## config.mk

```make
export PLATFORM = sky130hd
export DESIGN_NAME = nn_mem_arbiter_flat
export DESIGN_NICKNAME = d
export VERILOG_FILES = /design/src/rtl/nn_mem_pkg.sv /design/src/rtl/nn_mem_arbiter_if.sv /design/src/rtl/nn_rr_pick.sv /design/src/rtl/nn_mem_arbiter.sv /design/src/flat_wrapper.sv
export SDC_FILE = /design/constraint.sdc
export NUM_CORES = 1
export LEC_CHECK = 0
export ABC_AREA = 1
export BUFFER_PORTS_ARGS = -buffer_cell sky130_fd_sc_hd__buf_4
export CAP_MARGIN = 20
export CORE_ASPECT_RATIO = 0.6
export CORE_MARGIN = 5
export CORE_UTILIZATION = 32
export CTS_BUF_LIST = sky130_fd_sc_hd__clkbuf_8
export CTS_CLUSTER_SIZE = 30
export DETAILED_ROUTE_END_ITERATION = 7
export PLACE_DENSITY = 0.81
export SLEW_MARGIN = 10
export SYNTH_ARGS = -nofsm -noshare
export SYNTH_HDL_FRONTEND = slang
export SYNTH_SLANG_ARGS = --single-unit
```

## constraint.sdc

```tcl
create_clock -name clk -period 1.7 [get_ports clk]
set_clock_uncertainty 0.05 [all_clocks]
set_input_delay 0.255 -clock clk [delete_from_list [all_inputs] [get_ports clk]]
set_output_delay 0.255 -clock clk [all_outputs]
set_load 0.02 [all_outputs]
```

## src/rtl/nn_mem_pkg.sv

```systemverilog
// nn_mem_pkg: shared FSM type, default widths and strobe polarity for the nn memory port arbiter.
package nn_mem_pkg;

   typedef enum logic {
      IDLE  = 1'b0,
      BURST = 1'b1
   } arb_state_t;

   localparam int   ADDR_W_DEF    = 5;
   localparam int   DATA_W_DEF    = 32;
   localparam int   MAX_BURST_DEF = 8;
   localparam logic STB_OFF       = 1'b1;

   function automatic int wrap_inc(input int idx, input int n);
      return (idx + 1 >= n) ? 0 : idx + 1;
   endfunction

endpackage

```

## src/rtl/nn_mem_arbiter_if.sv

```systemverilog
// nn_mem_arbiter_if: requester burst handshake plus the RAM pin bundle of one arbitrated port.
interface nn_mem_arbiter_if
   import nn_mem_pkg::*;
#(
   parameter int NUM_REQ   = 3,
   parameter int ADDR_W    = ADDR_W_DEF,
   parameter int DATA_W    = DATA_W_DEF,
   parameter int MAX_BURST = MAX_BURST_DEF
);
   localparam int LEN_W = $clog2(MAX_BURST);

   logic [NUM_REQ-1:0]             req;
   logic [NUM_REQ-1:0]             we;
   logic [NUM_REQ-1:0][ADDR_W-1:0] addr;
   logic [NUM_REQ-1:0][LEN_W-1:0]  len;
   logic [NUM_REQ-1:0][DATA_W-1:0] wdata;
   logic [NUM_REQ-1:0]             ack;
   logic [NUM_REQ-1:0]             rvalid;
   logic [DATA_W-1:0]              rdata;
   logic                           busy;
   logic [ADDR_W-1:0]              MEM_A;
   logic                           MEM_CSB;
   logic                           MEM_CEB;
   logic                           MEM_WEB;
   logic                           MEM_OEB;
   logic [DATA_W-1:0]              MEM_I;
   logic [DATA_W-1:0]              MEM_O;

   modport master (
      output req, we, addr, len, wdata, MEM_O,
      input  ack, rvalid, rdata, busy, MEM_A, MEM_CSB, MEM_CEB, MEM_WEB, MEM_OEB, MEM_I
   );

   modport slave (
      input  req, we, addr, len, wdata, MEM_O,
      output ack, rvalid, rdata, busy, MEM_A, MEM_CSB, MEM_CEB, MEM_WEB, MEM_OEB, MEM_I
   );

endinterface

```

## src/rtl/nn_rr_pick.sv

```systemverilog
// nn_rr_pick: combinational one-hot pick of the lowest requesting index at or after i_ptr, wrapping.
// With NN_MEM_ARB_FIXED_PRIO_EN the pointer is ignored and index 0 always has top priority.
module nn_rr_pick #(
   parameter int NUM_REQ = 3,
   parameter int PTR_W   = 2
)(
   input  logic [NUM_REQ-1:0] i_req,
   input  logic [PTR_W-1:0]   i_ptr,
   output logic [NUM_REQ-1:0] o_grant,
   output logic               o_vld
);

   assign o_vld = |i_req;

`ifdef NN_MEM_ARB_FIXED_PRIO_EN
   logic w_unused_ptr;
   assign w_unused_ptr = ^i_ptr;

   always_comb begin
      o_grant = '0;
      for (int i = NUM_REQ - 1; i >= 0; i--) begin
         if (i_req[i]) o_grant = NUM_REQ'(1) << i;
      end
   end
`else
   int               w_sum;
   logic [PTR_W-1:0] w_idx;
   logic             w_found;

   // Walk the requesters starting at the pointer; first hit wins.
   always_comb begin
      o_grant = '0;
      w_found = 1'b0;
      w_sum   = 0;
      w_idx   = '0;
      for (int i = 0; i < NUM_REQ; i++) begin
         w_sum = int'(i_ptr) + i;
         if (w_sum >= NUM_REQ) w_sum = w_sum - NUM_REQ;
         w_idx = PTR_W'(w_sum);
         if (!w_found && i_req[w_idx]) begin
            o_grant[w_idx] = 1'b1;
            w_found        = 1'b1;
         end
      end
   end
`endif

endmodule

```

## src/rtl/nn_mem_arbiter.sv

```systemverilog
// nn_mem_arbiter: grants one dpram32x32_cb port to NUM_REQ requesters in whole bursts; first ack one cycle
// after req is seen in IDLE, rvalid one cycle after each read ack. NN_MEM_ARB_FIXED_PRIO_EN: fixed priority.
module nn_mem_arbiter
   import nn_mem_pkg::*;
#(
   parameter int NUM_REQ   = 3,
   parameter int ADDR_W    = ADDR_W_DEF,
   parameter int DATA_W    = DATA_W_DEF,
   parameter int MAX_BURST = MAX_BURST_DEF
)(
   input  logic            clk,
   input  logic            rst,
   nn_mem_arbiter_if.slave bus
);
   localparam int LEN_W = $clog2(MAX_BURST);
   localparam int PTR_W = (NUM_REQ > 1) ? $clog2(NUM_REQ) : 1;

   arb_state_t         r_state;
   arb_state_t         w_state_nxt;
   logic [PTR_W-1:0]   r_owner;
   logic               r_we;
   logic [ADDR_W-1:0]  r_cur_addr;
   logic [LEN_W-1:0]   r_beats_left;
   logic [NUM_REQ-1:0] r_rvalid;

   logic [PTR_W-1:0]   w_ptr;
   logic [NUM_REQ-1:0] w_grant;
   logic               w_grant_vld;
   logic [PTR_W-1:0]   w_grant_idx;
   logic [NUM_REQ-1:0] w_owner_oh;
   logic               w_beat;
   logic               w_last;

`ifdef NN_MEM_ARB_FIXED_PRIO_EN
   assign w_ptr = '0;
`else
   logic [PTR_W-1:0] r_ptr;

   always_ff @(posedge clk or posedge rst) begin
      if (rst) begin
         r_ptr <= '0;
      end else if (r_state == IDLE && w_grant_vld) begin
         r_ptr <= PTR_W'(wrap_inc(int'(w_grant_idx), NUM_REQ));
      end
   end

   assign w_ptr = r_ptr;
`endif

   nn_rr_pick #(
      .NUM_REQ (NUM_REQ),
      .PTR_W   (PTR_W)
   ) u_pick (
      .i_req   (bus.req),
      .i_ptr   (w_ptr),
      .o_grant (w_grant),
      .o_vld   (w_grant_vld)
   );

   always_comb begin
      w_grant_idx = '0;
      for (int i = 0; i < NUM_REQ; i++) begin
         if (w_grant[i]) w_grant_idx = PTR_W'(i);
      end
   end

   // A beat only issues while the owner still holds req; a dropped req aborts the burst.
   assign w_owner_oh = NUM_REQ'(1) << r_owner;
   assign w_beat     = (r_state == BURST) && bus.req[r_owner];
   assign w_last     = w_beat && (r_beats_left == '0);

   always_ff @(posedge clk or posedge rst) begin
      if (rst) r_state <= IDLE;
      else     r_state <= w_state_nxt;
   end

   always_comb begin
      w_state_nxt = r_state;
      bus.ack     = '0;
      bus.busy    = (r_state == BURST);
      bus.MEM_A   = '0;
      bus.MEM_CSB = STB_OFF;
      bus.MEM_CEB = STB_OFF;
      bus.MEM_WEB = STB_OFF;
      bus.MEM_OEB = STB_OFF;
      bus.MEM_I   = '0;
      case (r_state)
         IDLE: begin
            if (w_grant_vld) w_state_nxt = BURST;
         end
         BURST: begin
            if (!w_beat || w_last) w_state_nxt = IDLE;
            if (w_beat) begin
               bus.ack     = w_owner_oh;
               bus.MEM_CSB = ~STB_OFF;
               bus.MEM_CEB = ~STB_OFF;
               bus.MEM_A   = r_cur_addr;
               if (r_we) begin
                  bus.MEM_WEB = ~STB_OFF;
                  bus.MEM_I   = bus.wdata[r_owner];
               end else begin
                  bus.MEM_OEB = ~STB_OFF;
               end
            end
         end
         default: w_state_nxt = IDLE;
      endcase
   end

   always_ff @(posedge clk or posedge rst) begin
      if (rst) begin
         r_owner      <= '0;
         r_we         <= 1'b0;
         r_cur_addr   <= '0;
         r_beats_left <= '0;
      end else if (r_state == IDLE) begin
         if (w_grant_vld) begin
            r_owner      <= w_grant_idx;
            r_we         <= bus.we[w_grant_idx];
            r_cur_addr   <= bus.addr[w_grant_idx];
            r_beats_left <= bus.len[w_grant_idx];
         end
      end else if (w_beat) begin
         r_cur_addr   <= r_cur_addr + ADDR_W'(1);
         r_beats_left <= r_beats_left - LEN_W'(1);
      end
   end

   // Read data lands one cycle after the beat, possibly after the FSM is back in IDLE.
   always_ff @(posedge clk or posedge rst) begin
      if (rst)                 r_rvalid <= '0;
      else if (w_beat && !r_we) r_rvalid <= w_owner_oh;
      else                     r_rvalid <= '0;
   end

   assign bus.rvalid = r_rvalid;
   assign bus.rdata  = bus.MEM_O;

endmodule

```

## src/flat_wrapper.sv

```systemverilog
// flat-port wrapper written by rule: the top's interface ports become plain ports
module nn_mem_arbiter_flat import nn_mem_pkg::*;
#(
   parameter int NUM_REQ   = 3,
   parameter int ADDR_W    = ADDR_W_DEF,
   parameter int DATA_W    = DATA_W_DEF,
   parameter int MAX_BURST = MAX_BURST_DEF
)
  (clk, rst, bus_req, bus_we, bus_addr, bus_len, bus_wdata, bus_MEM_O, bus_ack, bus_rvalid, bus_rdata, bus_busy, bus_MEM_A, bus_MEM_CSB, bus_MEM_CEB, bus_MEM_WEB, bus_MEM_OEB, bus_MEM_I);
  nn_mem_arbiter_if #(.NUM_REQ(NUM_REQ), .ADDR_W(ADDR_W), .DATA_W(DATA_W), .MAX_BURST(MAX_BURST)) bus_i ();
  input  logic clk;
  input  logic rst;
  input wire logic [$bits(bus_i.req)-1:0] bus_req;
  input wire logic [$bits(bus_i.we)-1:0] bus_we;
  input wire logic [$bits(bus_i.addr)-1:0] bus_addr;
  input wire logic [$bits(bus_i.len)-1:0] bus_len;
  input wire logic [$bits(bus_i.wdata)-1:0] bus_wdata;
  input wire logic [$bits(bus_i.MEM_O)-1:0] bus_MEM_O;
  output wire logic [$bits(bus_i.ack)-1:0] bus_ack;
  output wire logic [$bits(bus_i.rvalid)-1:0] bus_rvalid;
  output wire logic [$bits(bus_i.rdata)-1:0] bus_rdata;
  output wire logic [$bits(bus_i.busy)-1:0] bus_busy;
  output wire logic [$bits(bus_i.MEM_A)-1:0] bus_MEM_A;
  output wire logic [$bits(bus_i.MEM_CSB)-1:0] bus_MEM_CSB;
  output wire logic [$bits(bus_i.MEM_CEB)-1:0] bus_MEM_CEB;
  output wire logic [$bits(bus_i.MEM_WEB)-1:0] bus_MEM_WEB;
  output wire logic [$bits(bus_i.MEM_OEB)-1:0] bus_MEM_OEB;
  output wire logic [$bits(bus_i.MEM_I)-1:0] bus_MEM_I;
  assign bus_i.req = bus_req;
  assign bus_i.we = bus_we;
  assign bus_i.addr = bus_addr;
  assign bus_i.len = bus_len;
  assign bus_i.wdata = bus_wdata;
  assign bus_i.MEM_O = bus_MEM_O;
  assign bus_ack = bus_i.ack;
  assign bus_rvalid = bus_i.rvalid;
  assign bus_rdata = bus_i.rdata;
  assign bus_busy = bus_i.busy;
  assign bus_MEM_A = bus_i.MEM_A;
  assign bus_MEM_CSB = bus_i.MEM_CSB;
  assign bus_MEM_CEB = bus_i.MEM_CEB;
  assign bus_MEM_WEB = bus_i.MEM_WEB;
  assign bus_MEM_OEB = bus_i.MEM_OEB;
  assign bus_MEM_I = bus_i.MEM_I;
  nn_mem_arbiter #(.NUM_REQ(NUM_REQ), .ADDR_W(ADDR_W), .DATA_W(DATA_W), .MAX_BURST(MAX_BURST)) u_core (.clk(clk), .rst(rst), .bus(bus_i));
endmodule
```

After elaboration in Yosys (flattened, before gate mapping)
Index checks and enable logic that the tools add are counted.
- bits in registers: 17
- bits of input ports: 160
- output and inout bits: 80
- word-level logic and storage cells: 109
- $add $sub $neg: 8
- order comparisons: 12
- equal/unequal tests: 1
- shifts and indexed selects: 1
- muxes and demuxes: 58
- bitwise gates (word level): 3
- reductions and logical operators: 19
- operators with widths (operator ; count):
    2-to-1 mux 32 bit ; 4
    binary-select mux 32 bit (select 2 bit) ; 1
    2-to-1 mux 3 bit ; 10
    2-to-1 mux 5 bit ; 6
    2-to-1 mux 1 bit ; 21
    less-than comparator 2 x 3 -> 1 bit, second input constant ; 5
    binary-select mux 1 bit (select 2 bit) ; 5
    binary-select mux 5 bit (select 2 bit) ; 1
    2-to-1 mux 2 bit ; 5
    greater-or-equal comparator 3 x 2 -> 1 bit, second input constant ; 3
    logical AND 1 bit ; 9
    adder 2 x 1 -> 3 bit, second input constant ; 2
    binary-select mux 3 bit (select 2 bit) ; 1
    demux 1 bit (select 2 bit) ; 3
    greater-or-equal comparator 2 x 1 -> 1 bit, second input constant ; 3
    bitwise OR 3 bit ; 2
    subtractor 2 bit, second input constant ; 3
    adder 5 x 1 -> 5 bit, second input constant ; 1
    logical NOT 1 bit ; 4
    AND reduction 2 bit ; 2
    adder 2 x 2 -> 3 bit, second input constant ; 1
    logical NOT 3 bit ; 1
    OR reduction 3 bit ; 1
    left shift 1 x 2 -> 3 bit, first input constant ; 1
    7 further kinds ; 7

Longest topological paths before layout
- depth after elaboration: 17
- depth in mapped cells: 14
- depth with buffers taken out: 14

Modules after synthesis
From an unflattened synthesis, not the netlist that was laid out.
- cells, all modules: 419
- area, all modules: 2285.9 um2
- modules (own cells, without submodules) (module ; times used ; cells an instance ; area an instance (um2) ; sequential area each (um2)):
    nn_mem_arbiter ; 1 ; 377 ; 2049.5 ; 400.4
    nn_rr_pick ; 1 ; 42 ; 236.5 ; 0.0

Least setup slack after synthesis
OpenSTA, ideal clock, no wires.
- path kind: flip-flop to output port
- from: register u_core.r_owner[0]
- to: output bus_MEM_I[28]
- arrival time: 1628 ps
- data required time: 1395 ps
- path slack: -233 ps
- cell stages (with the launch flop): 9
- buffers on the path: 1
- path through: dfrtp_1 > nor2_2 > nand2_1 > o221ai_1 > nand2_1 > inv_2 > nand2_1 > clkbuf_1 > a31oi_1
- word-level cells in the longest chain between the ends: 5
- elaborated cells on any way between the ends: 8
- classes of those cells: mux: 7; reduce/logical: 1
- RTL lines (element ; RTL line ; RTL):
    start: declaration ; nn_mem_arbiter.sv:20 ; logic [PTR_W-1:0] r_owner;
    start signal: assignment ; nn_mem_arbiter.sv:118 ; r_owner <= w_grant_idx;
    binary-select mux 32 bit (select 2 bit) or binary-select mux 1 bit (select 2 bit) (tied branches) ; nn_mem_arbiter.sv:100, nn_mem_arbiter.sv:69 ;
    2-to-1 mux 32 bit (not written as such) or 2-to-1 mux 1 bit (tied branches) ; nn_mem_arbiter.sv:100, nn_mem_arbiter.sv:69 ;
    2-to-1 mux 32 bit or logical AND 1 bit (tied branches) ; nn_mem_arbiter.sv:98, nn_mem_arbiter.sv:69 ;
    2-to-1 mux 32 bit * ; nn_mem_arbiter.sv:93 ; if (w_beat) begin
    2-to-1 mux 32 bit * ; nn_mem_arbiter.sv:87 ; case (r_state)
    end: declaration ; flat_wrapper.sv:28 ; output wire logic [$bits(bus_i.MEM_I)-1:0] bus_MEM_I;
Every way passes the cells marked *; elsewhere a longest branch is shown, timed or not. The select of a mux whose other input is x is not followed.

Final worst setup path
Ends and elaborated chain as after synthesis.

==> metrics.txt <==
status finished, violations left; failing checks setup timing; Worst Setup End Kind output port; Die Span Y 73.8 um; largest fanout on the critical path 7; RR Endpoint u_core.r_we$_DFFE_PP0P_; first-pass detailed-route iteration total 5; total negative setup slack -21.81 ns; Synth area leaders dfrtp_1 (18%), nand2_1 (16%), buf_4 (11%), a21oi_1 (9.7%), a22oi_1 (9.7%); worst rel slew slack 54.4%; clock net sink count 16; fraction of registers with async set/reset 100%; Syn Nets 517; final wirelength 11.0 mm; count leader, synth nand2_1; via count 3,225; Buf/Inv on CP 4; register area 403 um^2; first-pass GRT wire length 15.9 mm; Worst Setup Slack, final -0.470 ns; CTS tree yes; Total GRT Usage 23.0%; FF-to-FF setup slack -0.43 ns; Power Density 1660 nW/um^2; Post-synth EDFFs 0; layout cells sized above 1 62.0%; max-slew violations 0; Fin. Hold Viols 0; Filler Cell Count 504; drt wl/cell 17.8 um; root buffer cell clkbuf_8; RSZ-0062 raised after global routing yes; mean post-synth cell area 6.21 um^2; largest net degree at the start of global routing 34; Clk Latency, worst-skew pair 0.26 ns; Core ar. 6650 um^2; CP peak stage delay 0.45 ns; mapped cell area 2170 um^2; most area-hungry cell type in the Yosys netlist dfrtp_1; Initial Util 32.7%; port bufs 175; fin area 4740 um^2; FF-to-FF Start u_core.r_owner[0]$_DFFE_PP0P_; cts bufs inserted 3; min-delay worst type in2async; area occupied by multi-input gates 1970 um^2; Routability Congestion 0.883; crit path max-delay cell type dfrtp_2; max-cap viol count 0; die width 116 um; DIE AREA 8590 um^2; # rows 23; DRT antenna net count 0; final setup vio count 56; synth cell count leaders nand2_1 (94), a21oi_1 (42), buf_4 (33), a22oi_1 (28), inv_1 (25); Vias/cell 5.21; CTS max path bufs 2; Peak VDD IR 1090 uV; Most used DFF post-synth dfrtp_1; Arr. time, crit path 1.87 ns; I/O Pins 240; Synth-to-Final Area Change 118%; Worst-path clk slew 0.08 ns; R2R depth 13; Starting DRT DRC Count 263; CP endpoint bus_MEM_I[28]; cell family with most CP delay buffers and inverters; period utilization 128%; required time of the critical path 1.39 ns; Startpoint Class flop; number of synthesized register bits 16; post-synthesis sequential area ratio 18.4%; Lkg Pwr 2.20 nW; crit path kind reg2out; Remaining DRCs 0; crit path launch u_core.r_owner[0]$_DFFE_PP0P_; layout net count 700; Syn Inst Count 350; Yosys top cell area share 18.4%; Yosys warnings 0; Worst path depth 10; Antenna diodes 0; area post-placement 3960 um^2; Netlist cell types 29; H-tree depth 1; initial antenna violation count 0; number of global-route vias before repair 3,202; Worst Max-Slew Pin Slew 0.684 ns; HPWL after detailed placement 7.77 mm; CP cell instances buf_6 -> nor2_4 -> nand2_2 -> o221ai_2 -> nand2_2 -> inv_4 -> nand2_8 -> buf_12 -> a31oi_4 -> buf_6; fmax 461 MHz; minimum clock period 2.17 ns; GRT overflow 0
## metal layers
metal | track usage, % | up-vias | wire length [um] | part of all wire [%]
li1 | - | 1506 | - | -
met1 | 30.2 | 1499 | 4390 | 40
met2 | 37.6 | 192 | 5350 | 49
met3 | 7.08 | 28 | 1070 | 9.7
met4 | 4.25 | 0 | 206 | 1.9
met5 | 0 | - | 0 | 0
## power breakdown
group          switching [mW]  total, mW  leakage [nW]  internal, mW
combinational            3.69       6.79          1.98          3.10
sequential              0.207      0.763         0.195         0.556
clock                   0.152      0.312        0.0269         0.161
## registers in the layout, summed over array words and instances (netlist names)
| signal | count |
|---|---|
| u_core.r_cur_addr | 5 |
| u_core.bus.rvalid | 3 |
| u_core.r_beats_left | 3 |
| u_core.r_owner | 2 |
| u_core.bus.busy | 1 |
| u_core.r_ptr | 1 |
| u_core.r_we | 1 |
## cells in the final DEF, fill, tap and decap left out, types with 3 or more instances in the layout
cell type / Yosys / final
clkbuf_8: 0 / 3
a22oi_1: 28 / 26
o21ai_1: 3 / 4
inv_2: 5 / 5
nor2_1: 20 / 9
dfrtp_1: 16 / 14
o21ai_0: 6 / 3
nand3_2: 3 / 5
a21oi_1: 42 / 11
a31oi_4: 0 / 4
nand2_4: 1 / 6
nand3_1: 24 / 21
ha_1: 7 / 3
inv_1: 25 / 23
buf_8: 0 / 3
a21oi_4: 0 / 28
nand2_2: 5 / 10
nor2_4: 2 / 17
a21oi_2: 2 / 5
buf_6: 2 / 52
inv_4: 0 / 3
nand4_1: 3 / 3
buf_12: 0 / 8
buf_4: 33 / 160
nand2_1: 94 / 83
## final cells by class
class	instances	share of cell area, %
repair buffers	227	44.2
flip-flops and latches	16	8.49
inverters	30	2.53
multi-input cells	255	41.5
well taps	87	2.29
clock inverters	1	0.0791
clock buffers	3	0.870
## repair_timing
action	4_1_cts	5_1_grt
setup buffers	8	6
pin swaps	7	23
gates resized for setup	73	61
cloned	5	2
hold buffers	0	0
setup endpoints to repair	58	58
## metrics by stage
step	hold slack (ns)	worst slack [ns]	util, %	power (mW)	instances
floorplan	0.119	-0.0839	-	4.12	350
global placement	0.335	-0.242	59.6	5.66	595
detailed placement	0.349	-0.354	59.6	5.78	595
CTS	0.0728	-0.459	66.9	7.08	612
global route	0.107	-0.541	71.4	8.33	619
finish	0.0466	-0.470	71.4	7.87	619
## logic make-up after synthesis
group / Yosys count / synth area share [%]
and+or+nand+nor: 158 / 32.1
AOI/OAI and AO/OA: 87 / 24.4
buffers and inverters: 81 / 20.6
DFF: 16 / 18.4
adders and majority gates: 7 / 4.03
xor gates and xnor gates: 1 / 0.403
## worst min path at each step
stage | startpoint | endpoint | slack, ns | depth (start not counted)
floorplan | rst | u_core.bus.busy$_DFF_PP0_ | 0.12 | 1
global placement | rst | u_core.bus.rvalid[0]$_DFF_PP0_ | 0.33 | 2
detailed placement | rst | u_core.bus.rvalid[1]$_DFF_PP0_ | 0.35 | 2
CTS | rst | u_core.r_cur_addr[4]$_DFFE_PP0P_ | 0.07 | 2
global route | rst | u_core.r_cur_addr[4]$_DFFE_PP0P_ | 0.11 | 2
finish | rst | u_core.r_cur_addr[4]$_DFFE_PP0P_ | 0.05 | 2
No activity file was read; power rests on OpenSTA's default activity.
